## src/rtl/clk_div_pkg.sv

```systemverilog
// Shared widths, FSM encoding and helpers for the clock divider family.
// The ratio meter uses the period counter width and its saturation limit.
package clk_div_pkg;

    localparam int DIV_W = 8;
    localparam int PER_W = 9;
    localparam logic [PER_W-1:0] PER_MAX = 9'd256;

    typedef enum logic [0:0] {
        IDLE  = 1'b0,
        TRACK = 1'b1
    } meter_state_e;

    function automatic logic [PER_W-1:0] sat_inc(input logic [PER_W-1:0] v);
        return (v == PER_MAX) ? PER_MAX : v + 9'd1;
    endfunction

endpackage

```

## src/rtl/clock_ratio_meter_if.sv

```systemverilog
// Measurement bus of the clock ratio meter: the clock under test in, results out.
interface clock_ratio_meter_if;
    import clk_div_pkg::*;

    logic             clk_in;
    logic [DIV_W-1:0] divide_out;
    logic [DIV_W-1:0] high_out;
    logic             meas_valid;
    logic             locked;
    logic             no_clock;

    modport master (
        input  clk_in,
        output divide_out,
        output high_out,
        output meas_valid,
        output locked,
        output no_clock
    );

    modport slave (
        output clk_in,
        input  divide_out,
        input  high_out,
        input  meas_valid,
        input  locked,
        input  no_clock
    );

endinterface

```

## src/rtl/clk_edge_sync.sv

```systemverilog
// Synchronizes an asynchronous clock-like input and flags its rising edges.
// rise is high for one cycle when the synced level goes 0 -> 1.
module clk_edge_sync #(
    parameter int SYNC_STAGES = 2
) (
    input  logic clk,
    input  logic rst,
    input  logic din,
    output logic synced,
    output logic rise
);

    logic [SYNC_STAGES-1:0] sync_q;
    logic [SYNC_STAGES-1:0] sync_d;
    logic                   hist_q;
    logic                   hist_d;

    // next state of the synchronizer chain and the history flop
    always_comb begin
        sync_d = {sync_q[SYNC_STAGES-2:0], din};
        hist_d = sync_q[SYNC_STAGES-1];
    end

    // synchronizer and history registers
    always_ff @(posedge clk or posedge rst) begin
        if (rst) begin
            sync_q <= {SYNC_STAGES{1'b0}};
            hist_q <= 1'b0;
        end else begin
            sync_q <= sync_d;
            hist_q <= hist_d;
        end
    end

    assign synced = sync_q[SYNC_STAGES-1];
    assign rise   = sync_q[SYNC_STAGES-1] & ~hist_q;

endmodule

```

## src/rtl/clock_ratio_meter.sv

```systemverilog
// Measures a divided clock against clk: period-1 (divide setting), high time,
// lock after LOCK_COUNT identical periods, and a no-clock flag after 257 idle cycles.
module clock_ratio_meter
    import clk_div_pkg::*;
#(
    parameter int LOCK_COUNT  = 4,
    parameter int SYNC_STAGES = 2
) (
    input  logic                clk,
    input  logic                rst,
    clock_ratio_meter_if.master bus
);

    localparam logic [3:0] LOCK_TARGET = 4'(LOCK_COUNT);

    logic             synced_s;
    logic             rise_s;
    logic             timeout_s;
    logic [3:0]       match_inc_s;

    meter_state_e     state_q;
    meter_state_e     state_d;
    logic [PER_W-1:0] per_cnt_q;
    logic [PER_W-1:0] per_cnt_d;
    logic [PER_W-1:0] hi_acc_q;
    logic [PER_W-1:0] hi_acc_d;
    logic [3:0]       match_cnt_q;
    logic [3:0]       match_cnt_d;
    logic [DIV_W-1:0] divide_q;
    logic [DIV_W-1:0] divide_d;
    logic [DIV_W-1:0] high_q;
    logic [DIV_W-1:0] high_d;
    logic             meas_valid_q;
    logic             meas_valid_d;
    logic             locked_q;
    logic             locked_d;
    logic             no_clock_q;
    logic             no_clock_d;

    clk_edge_sync #(
        .SYNC_STAGES(SYNC_STAGES)
    ) u_edge_sync (
        .clk   (clk),
        .rst   (rst),
        .din   (bus.clk_in),
        .synced(synced_s),
        .rise  (rise_s)
    );

    // counters, measurement capture, lock tracking and timeout
    always_comb begin
        state_d      = state_q;
        per_cnt_d    = rise_s ? {PER_W{1'b0}} : sat_inc(per_cnt_q);
        match_cnt_d  = match_cnt_q;
        divide_d     = divide_q;
        high_d       = high_q;
        meas_valid_d = 1'b0;
        locked_d     = locked_q;
        no_clock_d   = no_clock_q;

        // the edge cycle itself is high, so a new period starts with one high cycle
        if (rise_s) begin
            hi_acc_d = 9'd1;
        end else if (synced_s) begin
            hi_acc_d = sat_inc(hi_acc_q);
        end else begin
            hi_acc_d = hi_acc_q;
        end

        match_inc_s = (match_cnt_q >= LOCK_TARGET) ? LOCK_TARGET : match_cnt_q + 4'd1;
        // fires once, as per_cnt steps onto its saturation value
        timeout_s   = ~rise_s & (per_cnt_q == (PER_MAX - 9'd1));

        if (timeout_s) begin
            state_d     = IDLE;
            no_clock_d  = 1'b1;
            locked_d    = 1'b0;
            match_cnt_d = 4'd0;
        end else if (rise_s) begin
            case (state_q)
                IDLE: begin
                    state_d    = TRACK;
                    no_clock_d = 1'b0;
                end
                TRACK: begin
                    divide_d     = per_cnt_q[DIV_W-1:0];
                    high_d       = hi_acc_q[DIV_W-1:0];
                    meas_valid_d = 1'b1;
                    if (per_cnt_q[DIV_W-1:0] == divide_q) begin
                        match_cnt_d = match_inc_s;
                        locked_d    = (match_inc_s == LOCK_TARGET);
                    end else begin
                        match_cnt_d = 4'd1;
                        locked_d    = 1'b0;
                    end
                end
                default: begin
                    state_d = IDLE;
                end
            endcase
        end else begin
            state_d = state_q;
        end
    end

    // state and output registers
    always_ff @(posedge clk or posedge rst) begin
        if (rst) begin
            state_q      <= IDLE;
            per_cnt_q    <= {PER_W{1'b0}};
            hi_acc_q     <= {PER_W{1'b0}};
            match_cnt_q  <= 4'd0;
            divide_q     <= {DIV_W{1'b0}};
            high_q       <= {DIV_W{1'b0}};
            meas_valid_q <= 1'b0;
            locked_q     <= 1'b0;
            no_clock_q   <= 1'b0;
        end else begin
            state_q      <= state_d;
            per_cnt_q    <= per_cnt_d;
            hi_acc_q     <= hi_acc_d;
            match_cnt_q  <= match_cnt_d;
            divide_q     <= divide_d;
            high_q       <= high_d;
            meas_valid_q <= meas_valid_d;
            locked_q     <= locked_d;
            no_clock_q   <= no_clock_d;
        end
    end

    assign bus.divide_out = divide_q;
    assign bus.high_out   = high_q;
    assign bus.meas_valid = meas_valid_q;
    assign bus.locked     = locked_q;
    assign bus.no_clock   = no_clock_q;

endmodule

```

## src/flat_wrapper.sv

```systemverilog
// flat-port wrapper written by rule: the top's interface ports become plain ports
module clock_ratio_meter_flat import clk_div_pkg::*;
#(
    parameter int LOCK_COUNT  = 4,
    parameter int SYNC_STAGES = 2
)
  (clk, rst, bus_clk_in, bus_divide_out, bus_high_out, bus_meas_valid, bus_locked, bus_no_clock);
  clock_ratio_meter_if bus_i ();
  input  logic clk;
  input  logic rst;
  input wire logic [$bits(bus_i.clk_in)-1:0] bus_clk_in;
  output wire logic [$bits(bus_i.divide_out)-1:0] bus_divide_out;
  output wire logic [$bits(bus_i.high_out)-1:0] bus_high_out;
  output wire logic [$bits(bus_i.meas_valid)-1:0] bus_meas_valid;
  output wire logic [$bits(bus_i.locked)-1:0] bus_locked;
  output wire logic [$bits(bus_i.no_clock)-1:0] bus_no_clock;
  assign bus_i.clk_in = bus_clk_in;
  assign bus_divide_out = bus_i.divide_out;
  assign bus_high_out = bus_i.high_out;
  assign bus_meas_valid = bus_i.meas_valid;
  assign bus_locked = bus_i.locked;
  assign bus_no_clock = bus_i.no_clock;
  clock_ratio_meter #(.LOCK_COUNT(LOCK_COUNT), .SYNC_STAGES(SYNC_STAGES)) u_core (.clk(clk), .rst(rst), .bus(bus_i));
endmodule
```

## config.mk

```make
export PLATFORM = sky130hd
export DESIGN_NAME = clock_ratio_meter_flat
export DESIGN_NICKNAME = d
export VERILOG_FILES = /design/src/rtl/clk_div_pkg.sv /design/src/rtl/clock_ratio_meter_if.sv /design/src/rtl/clk_edge_sync.sv /design/src/rtl/clock_ratio_meter.sv /design/src/flat_wrapper.sv
export SDC_FILE = /design/constraint.sdc
export NUM_CORES = 1
export LEC_CHECK = 0
export BUFFER_PORTS_ARGS = -buffer_cell sky130_fd_sc_hd__buf_2
export CAP_MARGIN = 10
export CELL_PAD_IN_SITES_DETAIL_PLACEMENT = 1
export CELL_PAD_IN_SITES_GLOBAL_PLACEMENT = 1
export CORE_UTILIZATION = 50
export CTS_BUF_LIST = sky130_fd_sc_hd__clkbuf_8
export CTS_CLUSTER_DIAMETER = 40
export DETAILED_ROUTE_END_ITERATION = 6
export MAX_ROUTING_LAYER = met4
export PLACE_DENSITY = 0.84
export SLEW_MARGIN = 30
export SYNTH_ARGS = -nofsm -noshare
export SYNTH_HDL_FRONTEND = slang
export SYNTH_SLANG_ARGS = --single-unit
```

## constraint.sdc

```tcl
create_clock -name clk -period 3.2 [get_ports clk]
set_clock_uncertainty 0.2 [all_clocks]
set_input_delay 0.32 -clock clk [delete_from_list [all_inputs] [get_ports clk]]
set_output_delay 0.32 -clock clk [all_outputs]
set_load 0.02 [all_outputs]
```

==> reports/results.txt <==
Most frequent cell after synthesis: nand2_1
Synth cell count leaders: nand2_1, dfrtp_1, nor2_1, xnor2_1, inv_1
CTS H-tree lvls: 2
Core ar.: 0.00380 mm²
Post-synthesis compound-gate area fraction: 6.54%
Worst setup path class: reg2reg
Fin. max-slew vios: 0
Final Instance Area: 0.00229 mm²
Post-route DRC: 0
Relative slew slack: 63.7%
Initial cell density of the core: 53.9%
Buffers on Ports: 21
Worst path arrival time: 2.25 ns
Fin cells: 278
Die Y: 66.0 µm
CTS tree: yes
Final setup TNS: 0 ns
CTS sink cnt: 45
Via Count: 1522
Synth Instances: 208
WL final: 4490 µm
Final Hold Viols: 0
Synthesized area: 0.00205 mm²
Mux contribution to synthesized area: 0%
Post-synthesis xor/xnor area fraction: 8.55%
Antenna diodes: 0
Worst slew pin tran: 0.544 ns
Post-synthesis net count: 217
Asr flop ratio synth: 100%
Initial antenna violation count: 0
Fin crit period: 2.26 ns
Post-synth top flop: dfrtp_1
GRT Residual Overflow: 0
Dpl cell area: 0.00218 mm²
Row count: 22
Worst-skew pair later-pin latency: 0.29 ns
Path category of the worst min-delay check: reg2reg
Final period util: 70.6%
Yosys warns: 0
EDFF count, synth: 0
Power density cells: 601 mW/mm²
Main combinational cell family by area after synthesis: simple AND/OR/NAND/NOR gates
Pin count of the biggest net entering global routing: 32
Synth Register Bits: 45
Die W: 66.0 µm
Top cell type by total area after synthesis: dfrtp_1
Fin nets: 239
Top cells by area, synth: dfrtp_1, nand2_1, xnor2_1, ha_1, xor2_1
Simple-Gate Fraction of Synth Area: 22.3%
Final antenna-violating net count: 0
Synth top area share: 55.0%
Vias in the first global route: 1662
Placer Congestion: 0.930
Max_cap viols: 0
Startpoint Class: flop
Critical path peak fanout: 6
Synth unique cells: 35
WP data required: 3.19 ns
Hold Worst Slack: 0.164 ns
Drt pass-1 iters: 4
Register area share after synthesis: 55.0%
Outcome: completed
Ports: 22
Final setup vio count: 0
Layout cells sized above 1: 15.2%
RSZ-0062 raised after global routing: false
Crit end category: flop
Die area: 0.00436 mm²
VDD IR max: 0.367 mV
Routed length per instance: 16.1 µm
TritonCTS buffer count: 5
Synth Area in Adders: 3.67%
Clk root buf: clkbuf_8
Area Growth Syn to Fin: 11.7%
First-pass GRT wire length: 7850 µm
Layout fillers: 458
Vias per cell: 5.47
Clock transition at path regs: 0.08 ns
Dpl cells: 269
Leakage Power: 1.16 nW
Longest Clk Path Bufs: 2
Detailed placer's ending HPWL: 3300 µm
Drt initial violations: 80
GRT Util Overall: 25.2%
Achievable Freq: 0.443 GHz
Tot Pwr: 0.00137 W
Mean Syn Cell Area: 9.85 µm²
layout by cell type, fill, tap and decap left out, types with 2 or more instances in the layout:
cell type,n
a21oi_1,2
and3_1,5
buf_2,21
buf_4,2
clkbuf_8,6
dfrtp_1,45
dlygate4sd3_1,2
ha_1,6
inv_1,9
nand2_1,51
nand3_1,4
nand4_1,6
nor2_1,16
nor2_2,2
nor2b_1,3
nor3_1,3
nor4b_1,2
o21a_1,2
o21ai_0,8
xnor2_1,13
xor2_1,7
power by group:
| group | leakage, nW | internal, W | switching [W] | total, W |
|---|---|---|---|---|
| Clock | 0.0485 | 0.000168 | 0.000181 | 0.000349 |
| Sequential | 0.594 | 0.000637 | 0.0000829 | 0.000720 |
| Combinational | 0.521 | 0.000128 | 0.000178 | 0.000306 |
| Total | 1.16 | 0.000933 | 0.000442 | 0.00137 |
worst paths after layout:
| check | startpoint | to | slack (ns) | depth (start not counted) |
|---|---|---|---|---|
| max | u_core.per_cnt_q[0]$_DFF_PP0_ | u_core.match_cnt_q[1]$_DFFE_PP0P_ | 0.94 | 8 |
| min | u_core.u_edge_sync.sync_q[0]$_DFF_PP0_ | u_core.u_edge_sync.sync_q[1]$_DFF_PP0_ | 0.16 | 0 |
| max reg2reg | u_core.per_cnt_q[0]$_DFF_PP0_ | u_core.match_cnt_q[1]$_DFFE_PP0P_ | 0.94 | 8 |
| min reg2reg | u_core.u_edge_sync.sync_q[0]$_DFF_PP0_ | u_core.u_edge_sync.sync_q[1]$_DFF_PP0_ | 0.16 | 0 |
| max in group asynchronous | rst | u_core.hi_acc_q[6]$_DFFE_PP0P_ | 1.77 | 4 |
| min in group asynchronous | rst | u_core.bus.high_out[1]$_DFFE_PP0P_ | 0.42 | 3 |
state kept, by name, indices dropped and copies added (netlist names):
signal and cells:
u_core.bus.divide_out 8, u_core.per_cnt_q 9, u_core.u_edge_sync.hist_q 1, u_core.match_cnt_q 4, u_core.bus.meas_valid 1, u_core.state_q 1
u_core.bus.no_clock 1, u_core.u_edge_sync.sync_q 2, u_core.hi_acc_q 9, u_core.bus.locked 1, u_core.bus.high_out 8
worst max-delay path, stage by stage (launching register included):
cell and delay, ns:
dfrtp_1 0.46, ha_1 0.24, nand3_1 0.14, nor2_1 0.21
and3_1 0.19, ha_1 0.17, nand2_1 0.14, and3_1 0.22
a41o_1 0.20
through the flow:
stage                     util (%)  worst slack (ns)
after floorplan                  -              1.23
after global placement        57.4              1.12
after detailed placement      57.4             0.966
after CTS                     60.2             0.945
after global routing          60.2             0.801
final                         60.2             0.941
cells by family after synthesis:
| logic type | Yosys count |
|---|---|
| simple gates | 99 |
| flops | 45 |
| xor+xnor | 20 |
| compound gates | 19 |
| buf+inv | 19 |
| fa+ha+maj | 6 |
routing by layer:
metal | track usage (%) | part of all wire (%) | up-vias
li1 | - | - | 719
met1 | 29.7 | 44 | 782
met2 | 43.1 | 52 | 16
met3 | 5.34 | 2.2 | 5
met4 | 7.71 | 1.1 | 0
met5 | - | 0 | -
area by class of cell:
cell class	count	area (µm²)	share of cell area [%]
flip-flops and latches	45	1130	49.2
multi-input cells	144	841	36.7
repair buffers	25	140	6.12
clock buffers	6	82.6	3.61
well taps	48	60.1	2.62
inverters	9	35.0	1.53
clock inverters	1	3.75	0.164
repair_timing:
action,in CTS,in global routing
gates resized for setup,0,0
buffers inserted,0,0
hold endpoints to repair,31,0
hold buffers,2,0
Power figures use the tool's default switching activity.
